[config.mk]
export PLATFORM = sky130hd
export DESIGN_NAME = ps2_scan_decoder
export DESIGN_NICKNAME = d
export VERILOG_FILES = /design/src/rtl/kbd_pkg.sv /design/src/rtl/ps2_rx_frame.sv /design/src/rtl/ps2_scan_decoder.sv
export SDC_FILE = /design/constraint.sdc
export NUM_CORES = 1
export LEC_CHECK = 0
export CAP_MARGIN = 20
export CORE_MARGIN = 2
export CORE_UTILIZATION = 28
export CTS_CLUSTER_DIAMETER = 40
export DETAILED_ROUTE_END_ITERATION = 8
export GPL_TIMING_DRIVEN = 0
export PLACE_DENSITY = 0.41
export SYNTH_ARGS = -nofsm -noshare
export SYNTH_HDL_FRONTEND = slang
export SYNTH_SLANG_ARGS = --single-unit
[constraint.sdc]
create_clock -name clk -period 2.8 [get_ports clk]
set_input_delay 0.28 -clock clk [delete_from_list [all_inputs] [get_ports clk]]
set_output_delay 0.28 -clock clk [all_outputs]
set_load 0.02 [all_outputs]
[src/rtl/kbd_pkg.sv]
// Shared types and scan-code constants for the PS/2 keyboard front end.
//   dec_state_t : decode FSM states
//   SC_*        : set-2 scan codes the decoder treats specially
//   is_ignored  : codes that produce neither an event nor a state change in IDLE
package kbd_pkg;

    typedef enum logic [1:0] {IDLE, BRK, EXT, EXT_BRK} dec_state_t;

    localparam logic [7:0] SC_BREAK  = 8'hF0;
    localparam logic [7:0] SC_EXT    = 8'hE0;
    localparam logic [7:0] SC_PAUSE  = 8'hE1;
    localparam logic [7:0] SC_LSHIFT = 8'h12;
    localparam logic [7:0] SC_RSHIFT = 8'h59;
    localparam logic [7:0] SC_CAPS   = 8'h58;
    localparam logic [7:0] SC_CTRL   = 8'h14;
    localparam logic [7:0] SC_ALT    = 8'h11;
    localparam logic [7:0] SC_NUM    = 8'h77;
    localparam logic [7:0] SC_BAT    = 8'hAA;
    localparam logic [7:0] SC_ACK    = 8'hFA;
    localparam logic [7:0] SC_ECHO   = 8'hEE;
    localparam logic [7:0] SC_ERR0   = 8'h00;
    localparam logic [7:0] SC_ERR1   = 8'hFF;

    // Keyboard housekeeping bytes and modifiers we do not track.
    function automatic logic is_ignored(input logic [7:0] code);
        return (code == SC_PAUSE) || (code == SC_BAT) || (code == SC_ACK) ||
               (code == SC_ECHO) || (code == SC_ERR0) || (code == SC_ERR1) ||
               (code == SC_CTRL) || (code == SC_ALT) || (code == SC_NUM);
    endfunction

endpackage

[src/rtl/ps2_rx_frame.sv]
// PS/2 frame receiver.
//   clk, rst_n         : system clock, async active-low reset
//   ps2_clk, ps2_data  : raw asynchronous keyboard lines
//   rx_byte            : last good data byte
//   byte_rdy           : one-cycle pulse, rx_byte is new
//   frame_err          : one-cycle pulse on parity or stop violation
module ps2_rx_frame #(
    parameter int unsigned FILTER_LEN  = 4,
    parameter int unsigned TIMEOUT_CYC = 50000
) (
    input  logic       clk,
    input  logic       rst_n,
    input  logic       ps2_clk,
    input  logic       ps2_data,
    output logic [7:0] rx_byte,
    output logic       byte_rdy,
    output logic       frame_err
);

    localparam int unsigned TW = $clog2(TIMEOUT_CYC + 1);

    logic [1:0]            clk_sync_q;
    logic [1:0]            data_sync_q;
    logic [FILTER_LEN-1:0] hist_q;
    logic                  filt_q;
    logic                  filt_prev_q;
    logic [3:0]            cnt_q;
    logic [7:0]            shift_q;
    logic                  par_q;
    logic [TW-1:0]         timer_q;
    logic                  fall;
    logic                  din;

    assign fall = filt_prev_q & ~filt_q;
    assign din  = data_sync_q[1];

    // Synchronizers and glitch filter; lines idle high, so reset to 1.
    always_ff @(posedge clk or negedge rst_n) begin
        if (!rst_n) begin
            clk_sync_q  <= 2'b11;
            data_sync_q <= 2'b11;
            hist_q      <= '1;
            filt_q      <= 1'b1;
            filt_prev_q <= 1'b1;
        end else begin
            clk_sync_q  <= {clk_sync_q[0], ps2_clk};
            data_sync_q <= {data_sync_q[0], ps2_data};
            hist_q      <= {hist_q[FILTER_LEN-2:0], clk_sync_q[1]};
            if (&hist_q) begin
                filt_q <= 1'b1;
            end else if (~|hist_q) begin
                filt_q <= 1'b0;
            end
            filt_prev_q <= filt_q;
        end
    end

    // Bit counter: 0 = waiting for start, 1..8 data, 9 parity, 10 stop.
    always_ff @(posedge clk or negedge rst_n) begin
        if (!rst_n) begin
            cnt_q     <= 4'd0;
            shift_q   <= 8'h00;
            par_q     <= 1'b0;
            timer_q   <= '0;
            rx_byte   <= 8'h00;
            byte_rdy  <= 1'b0;
            frame_err <= 1'b0;
        end else begin
            byte_rdy  <= 1'b0;
            frame_err <= 1'b0;
            if (fall) begin
                timer_q <= '0;
                case (cnt_q)
                    4'd0: begin
                        // A high start bit is line noise: stay put silently.
                        if (!din) begin
                            cnt_q <= 4'd1;
                        end
                    end
                    4'd9: begin
                        par_q <= din;
                        cnt_q <= 4'd10;
                    end
                    4'd10: begin
                        cnt_q <= 4'd0;
                        if (din && (^{shift_q, par_q})) begin
                            rx_byte  <= shift_q;
                            byte_rdy <= 1'b1;
                        end else begin
                            frame_err <= 1'b1;
                        end
                    end
                    default: begin
                        shift_q <= {din, shift_q[7:1]};
                        cnt_q   <= cnt_q + 4'd1;
                    end
                endcase
            end else if (cnt_q != 4'd0) begin
                if (timer_q == TW'(TIMEOUT_CYC - 1)) begin
                    cnt_q   <= 4'd0;
                    timer_q <= '0;
                end else begin
                    timer_q <= timer_q + TW'(1);
                end
            end else begin
                timer_q <= '0;
            end
        end
    end

endmodule

[src/rtl/ps2_scan_decoder.sv]
// PS/2 keyboard scan decoder: turns make/break byte streams into one-cycle key events.
//   clk, rst_n         : system clock, async active-low reset
//   ps2_clk, ps2_data  : raw asynchronous keyboard lines
//   scan_code          : last accepted make code, held until the next event
//   letter_case        : shift_held XOR caps_lock, captured with the event
//   key_valid          : one-cycle pulse, scan_code/letter_case are new
//   caps_lock          : Caps Lock toggle state
//   frame_err          : one-cycle pulse on a bad frame
module ps2_scan_decoder
    import kbd_pkg::*;
#(
    parameter int unsigned FILTER_LEN  = 4,
    parameter int unsigned TIMEOUT_CYC = 50000
) (
    input  logic       clk,
    input  logic       rst_n,
    input  logic       ps2_clk,
    input  logic       ps2_data,
    output logic [7:0] scan_code,
    output logic       letter_case,
    output logic       key_valid,
    output logic       caps_lock,
    output logic       frame_err
);

    logic [7:0] rx_byte;
    logic       byte_rdy;
    dec_state_t state;
    logic       shift_held;
    logic       caps_held;

    ps2_rx_frame #(
        .FILTER_LEN (FILTER_LEN),
        .TIMEOUT_CYC(TIMEOUT_CYC)
    ) u_rx (
        .clk      (clk),
        .rst_n    (rst_n),
        .ps2_clk  (ps2_clk),
        .ps2_data (ps2_data),
        .rx_byte  (rx_byte),
        .byte_rdy (byte_rdy),
        .frame_err(frame_err)
    );

    always_ff @(posedge clk or negedge rst_n) begin
        if (!rst_n) begin
            state       <= IDLE;
            shift_held  <= 1'b0;
            caps_held   <= 1'b0;
            caps_lock   <= 1'b0;
            scan_code   <= 8'h00;
            letter_case <= 1'b0;
            key_valid   <= 1'b0;
        end else begin
            key_valid <= 1'b0;
            if (byte_rdy) begin
                case (state)
                    IDLE: begin
                        if (rx_byte == SC_EXT) begin
                            state <= EXT;
                        end else if (rx_byte == SC_BREAK) begin
                            state <= BRK;
                        end else if (rx_byte == SC_LSHIFT || rx_byte == SC_RSHIFT) begin
                            shift_held <= 1'b1;
                        end else if (rx_byte == SC_CAPS) begin
                            // Auto-repeat keeps caps_held set, so only the first make toggles.
                            if (!caps_held) begin
                                caps_lock <= ~caps_lock;
                            end
                            caps_held <= 1'b1;
                        end else if (!is_ignored(rx_byte)) begin
                            scan_code   <= rx_byte;
                            letter_case <= shift_held ^ caps_lock;
                            key_valid   <= 1'b1;
                        end
                    end
                    BRK: begin
                        if (rx_byte == SC_LSHIFT || rx_byte == SC_RSHIFT) begin
                            shift_held <= 1'b0;
                        end else if (rx_byte == SC_CAPS) begin
                            caps_held <= 1'b0;
                        end
                        state <= IDLE;
                    end
                    EXT: begin
                        state <= (rx_byte == SC_BREAK) ? EXT_BRK : IDLE;
                    end
                    default: begin
                        state <= IDLE;
                    end
                endcase
            end
        end
    end

endmodule
==> results of run 1 <==
worst paths after layout:
kind,from,to,slack [ns],cells past startpoint
max in group asynchronous,rst_n,u_rx.timer_q[13]$_DFF_PN0_,2.23,1
worst max register to register,u_rx.cnt_q[0]$_DFFE_PN0P_,u_rx.shift_q[4]$_DFFE_PN0P_,0.65,6
min in group clk,ps2_clk,u_rx.clk_sync_q[0]$_DFF_PN1_,0.35,1
worst min-delay path,rst_n,u_rx.cnt_q[1]$_DFFE_PN0P_,0.03,1
worst min register to register,u_rx.data_sync_q[0]$_DFF_PN1_,u_rx.data_sync_q[1]$_DFF_PN1_,0.36,0
worst max-delay path,u_rx.cnt_q[0]$_DFFE_PN0P_,u_rx.shift_q[4]$_DFFE_PN0P_,0.65,6
Yosys cell counts, drive strengths merged, types with 2 or more instances:
master,instances
a21oi,6
a31oi,3
and2,2
and3,5
and4b,3
buf,6
clkbuf,2
dfrtp,54
dfstp,10
ha,5
inv,10
mux2,24
nand2,10
nand2b,3
nand3,12
nand4,6
nor2,26
nor2b,4
nor3,3
nor3b,2
nor4,3
nor4b,2
o211ai,2
o21ai,16
o21bai,2
o22ai,2
or3,5
xnor2,10
xor2,13
report_power, final:
group	switching, mW	total, mW	internal, mW
clock network	0.354	0.696	0.342
registers	0.0981	1.11	1.01
logic	0.271	0.518	0.246
total	0.723	2.33	1.60
stage by stage:
stage / hold WS, ns / util, % / setup slack, ns / power, mW / TNS [ns]
finish: 0.0272 / 33.7 / 0.651 / 2.33 / 0
global placement: 0.346 / 32.0 / -0.856 / 1.66 / -46.66
CTS: 0.0630 / 33.7 / 0.617 / 2.38 / 0
floorplan: -0.0156 / - / 0.890 / 1.53 / 0
detailed placement: 0.347 / 32.0 / 0.650 / 1.66 / 0
global route: 0.0965 / 33.7 / 0.429 / 2.50 / 0
flip-flops by register name (all words and copies together), names as in the netlist:
| signal | cells |
|---|---|
| state | 2 |
| u_rx.cnt_q | 4 |
| scan_code | 8 |
| u_rx.shift_q | 8 |
| shift_held | 1 |
| caps_lock | 1 |
| u_rx.timer_q | 16 |
| u_rx.filt_prev_q | 1 |
| u_rx.data_sync_q | 2 |
| u_rx.filt_q | 1 |
| u_rx.byte_rdy | 1 |
| u_rx.frame_err | 1 |
| u_rx.clk_sync_q | 2 |
| u_rx.par_q | 1 |
| u_rx.rx_byte | 8 |
| caps_held | 1 |
| letter_case | 1 |
| key_valid | 1 |
| u_rx.hist_q | 4 |
critical path, cell delays in order (launching register included):
cell and delay, ns:
dfrtp_1 0.44, inv_1 0.13, ha_1 0.20, o21bai_1 0.08, o21ai_0 0.37, clkbuf_1 0.42
mux2_2 0.39
cells by family (layout without fill, tap and decap cells):
family	after synthesis	after routing
AO/OA/AOI/OAI	37	37
XOR/XNOR	24	24
adder cells (fa/ha/maj)	5	5
buffers and inverters	18	49
flip-flops	64	64
multiplexers	24	24
AND/OR/NAND/NOR	90	90
metal layers:
layer | part of all wire (%) | GRT usage (%) | up-vias
met5 | 0 | 0 | -
met4 | 2.0 | 6.68 | 0
met2 | 44 | 16.1 | 17
li1 | - | - | 976
met3 | 1.9 | 1.88 | 9
met1 | 52 | 15.3 | 960
layout make-up:
type | count | area, um^2
clock inverter | 5 | 32.5
sequential | 64 | 1610
fill | 1031 | 6850
tap | 136 | 170
inverter | 10 | 37.5
multi-input combinational | 180 | 1290
buffer | 8 | 40.0
timing repair buffer | 15 | 148
clock buffer | 11 | 141
==> impl_metrics.toml, run 1 <==
[outcome]
status = "finished, final reports clean"

[cells_and_area]
fin_cells = 429
final_common_cell = "dfrtp_1"
final_net_count = 297
area_growth_pct = 16.5
drive_gt1_share_pct = 20.8
final_cell_mix = "dfrtp_1, nor2_1, mux2_2"
n_antenna_cell = 0
design_area_mm2 = 0.00348

[route]
drc = 0
drtIter0Drc = 75
wire_per_inst_um = 13.0
detail-route-antenna-nets = 0
wl_mm = 5.59
vias_per_cell = 4.57
vias = 1962
drt_first_pass_iters = 4

[global_routing]
grt_pass1_vias = 2009
grt_pass1_wl_mm = 10.0
grt_max_degree = 65
antenna_found_initial = 0
gr-total-overflow = 0
grt_use_total_pct = 11.1

[clocking]
cts_root_buffer = "clkbuf_8"
cts_buffer_depth = 2
tritoncts = "built"
path_clk_slew_ns = 0.07
cts_buffers = 9
clock_sinks = 64
insertion_delay_ns = 0.33
cts_resized = 0
ctsHoldBuffers = 0
htree_levels = 3
post_cts_buffers = 0

[yosys]
synth-main-ff-cell = "dfrtp_1"
synth-seq-cells = 64
yosysTopAreaCell = "dfrtp_1"
yosysSeqAreaShare_pct = 54.0
yosys.area_share.adder_pct = 2.09
yosys.area_share.simple_pct = 16.9
synth_nets = 271
synthArstFlopShare_pct = 100
synth_top_family_by_area = "simple AND/OR/NAND/NOR gates"
synthMuxAreaShare_pct = 9.05
avgSynthCellArea_um2 = 11.4
ys_warn_count = 0
synthDistinctLibCells = 46
synthCells = 262
ys_top_cells_by_area = "dfrtp_1, mux2_2, dfstp_2, xor2_1, nor2_1"
synth-compound-area-share_pct = 7.50
synth-edff-count = 0
netlist.area_leader.share_pct = 45.2
synth_xor_xnor_area_share_pct = 7.79
syn-cell-area_mm2 = 0.00299

[floorplan]
die_h_um = 107
fp.dieW_um = 107
die_area_mm2 = 0.0115
io_pins = 16
rows = 37
initial_core_util_pct = 28.9
core_mm2 = 0.0103

[sta]
setup_viol = 0
finalCritPeriodShare_pct = 76.8
rsz0062_at_grt = "no"
fin_skew_ns = 0.0102
relSlewSlack_pct = 46.3
worst_pin_slew_ns = 0.806
slew_viol_final = 0
fin_crit_ns = 2.15
fmax_mhz = 465
finalHoldViolations = 0

[worst_setup_path]
required_ns = 3.02
cp.arrival_ns = 2.37
worstSetupPathType = "register to register"
start_kind = "register"
crit_fanout = 10
endpoint_kind = "register"

[placement]
dp_hpwl_mm = 3.74
gp_congestion = 0.711
dpl-instance-area_mm2 = 0.00330
dpl.cell_count = 413
port_buffers = 15

[hold_path]
hold_class = "input port to asynchronous set/reset pin"

[power_and_ir_drop]
powerDensity_mw_per_mm2 = 669
p_leak_nw = 1.55
max-vdd-ir-drop_v = 0.000381

[job]
maxCapViolations = 0
(Power assumes the default switching activity.)
==> run 2: changes to the inputs <==
Clock period 2.8 ns to 2.19 ns, I/O delays scaled along.
==> impl_metrics.toml, run 2 (synthesis gave the netlist of run 1 again) <==
[sta]
fin_skew_ns = 0.00997
setup_viol = 0
whs_ns = -0.0367
finalHoldViolations = 43
slew_viol_final = 0
finalCritPeriodShare_pct = 95.8
fmax_mhz = 476
rsz0062_at_grt = "no"
relSlewSlack_pct = 46.3
worst_pin_slew_ns = 0.805
fin_crit_ns = 2.10

[clocking]
clock_sinks = 64
insertion_delay_ns = 0.34
htree_levels = 3
cts_buffer_depth = 2
ctsHoldBuffers = 0
tritoncts = "built"
path_clk_slew_ns = 0.07
cts_buffers = 9
cts_root_buffer = "clkbuf_8"
post_cts_buffers = 0
cts_resized = 0

[job]
maxCapViolations = 0

[floorplan]
die_area_mm2 = 0.0115
io_pins = 16
die_h_um = 107
rows = 37
core_mm2 = 0.0103
fp.dieW_um = 107
initial_core_util_pct = 28.9

[global_routing]
antenna_found_initial = 0
grt_max_degree = 65
grt_pass1_vias = 2009
grt_pass1_wl_mm = 10.0
gr-total-overflow = 0
grt_use_total_pct = 11.1

[power_and_ir_drop]
powerDensity_mw_per_mm2 = 853
p_leak_nw = 1.55
max-vdd-ir-drop_v = 0.000489

[worst_setup_path]
regToRegEndpoint = "u_rx.rx_byte[1]$_DFFE_PN0P_"
start_kind = "register"
endpoint_kind = "register"
crit_fanout = 9
regToRegSetupSlack_ns = 0.09
r2r_cells = 5
worstSetupPathType = "register to register"
r2r_start = "u_rx.shift_q[1]$_DFFE_PN0P_"
required_ns = 2.41
cp.arrival_ns = 2.32

[route]
met1Wirelength_mm = 2.88
wl_met2_mm = 2.47
vias = 1966
wl_mm = 5.59
drt_first_pass_iters = 4
drtIter0Drc = 82
drc = 0
detail-route-antenna-nets = 0
wl_met3_um = 103
wire_per_inst_um = 13.0
dr.max_layer_used = "met4"
vias_per_cell = 4.58

[outcome]
violations = "hold timing"
status = "finished, violations left"

[cells_and_area]
area_growth_pct = 16.8
design_area_mm2 = 0.00349
final_core_util_pct = 33.8
final_common_cell = "dfrtp_1"
largest_register_ff_count = 16
n_antenna_cell = 0
drive_gt1_share_pct = 21.8
final_cell_mix = "dfrtp_1, nor2_1, mux2_2"
final_net_count = 297
top_register = "u_rx.timer_q"

[placement]
dp_hpwl_mm = 3.74
gp_congestion = 0.711
port_buffers = 15
dpl-instance-area_mm2 = 0.00330

[hold_path]
hold_class = "input port to asynchronous set/reset pin"
==> run 2: cell counts in the layout (fill, tap and decap cells not counted) <==
Identical to the previous run, type by type.
==> run 2: where the power goes <==
group          internal [mW]  leakage, nW  switching, mW
Combinational          0.319        0.620          0.347
Clock                  0.438       0.0830          0.453
Sequential              1.30        0.849          0.126
==> run 2: stage by stage <==
step / setup WS, ns / power, mW / instances / TNS, ns
6_report: 0.0909 / 2.98 / 429 / 0
2_1_floorplan: 0.280 / 1.96 / 262 / 0
5_1_grt: 0.000294 / 3.20 / 429 / 0
4_1_cts: 0.00726 / 3.04 / 429 / 0
3_5_place_dp: 0.0397 / 2.12 / 413 / 0
3_3_place_gp: -1.41 / 2.12 / 413 / -81.80
==> run 2: worst max-delay path, cell delays in order (launching register included) <==
cell and delay, ns:
dfrtp_1 0.42, xor2_1 0.17, xnor3_2 0.45, xnor2_2 0.17
nor3_4 0.39, mux2_2 0.39
==> run 2: how the worst max path moves through the flow <==
stage                                     start                           to  slack [ns]  cells past startpoint
floorplan           u_rx.shift_q[1]$_DFFE_PN0P_  u_rx.rx_byte[0]$_DFFE_PN0P_        0.28                      5
global placement                          rst_n          key_valid$_DFF_PN0_       -1.41                      1
detailed placement    u_rx.cnt_q[0]$_DFFE_PN0P_  u_rx.shift_q[4]$_DFFE_PN0P_        0.04                      6
CTS                   u_rx.cnt_q[0]$_DFFE_PN0P_  u_rx.shift_q[4]$_DFFE_PN0P_       0.007                      6
global route         u_rx.filt_prev_q$_DFF_PN1_  u_rx.rx_byte[0]$_DFFE_PN0P_      0.0003                      4
finish              u_rx.shift_q[1]$_DFFE_PN0P_  u_rx.rx_byte[1]$_DFFE_PN0P_        0.09                      5
==> run 2: area by class of cell <==
type / instances / area (um^2)
plain buffers: 8 / 42.5
clock buffers: 11 / 141
clock inverters: 5 / 32.5
fillers: 1029 / 6840
inverters: 10 / 37.5
multi-input cells: 180 / 1300
flip-flops and latches: 64 / 1610
well taps: 136 / 170
repair buffers: 15 / 148
==> run 2: routing by layer <==
layer	vias to the layer above	track usage [%]
met5	-	0
met4	0	6.68
met3	10	1.88
met2	16	16.1
met1	964	15.3
li1	976	-
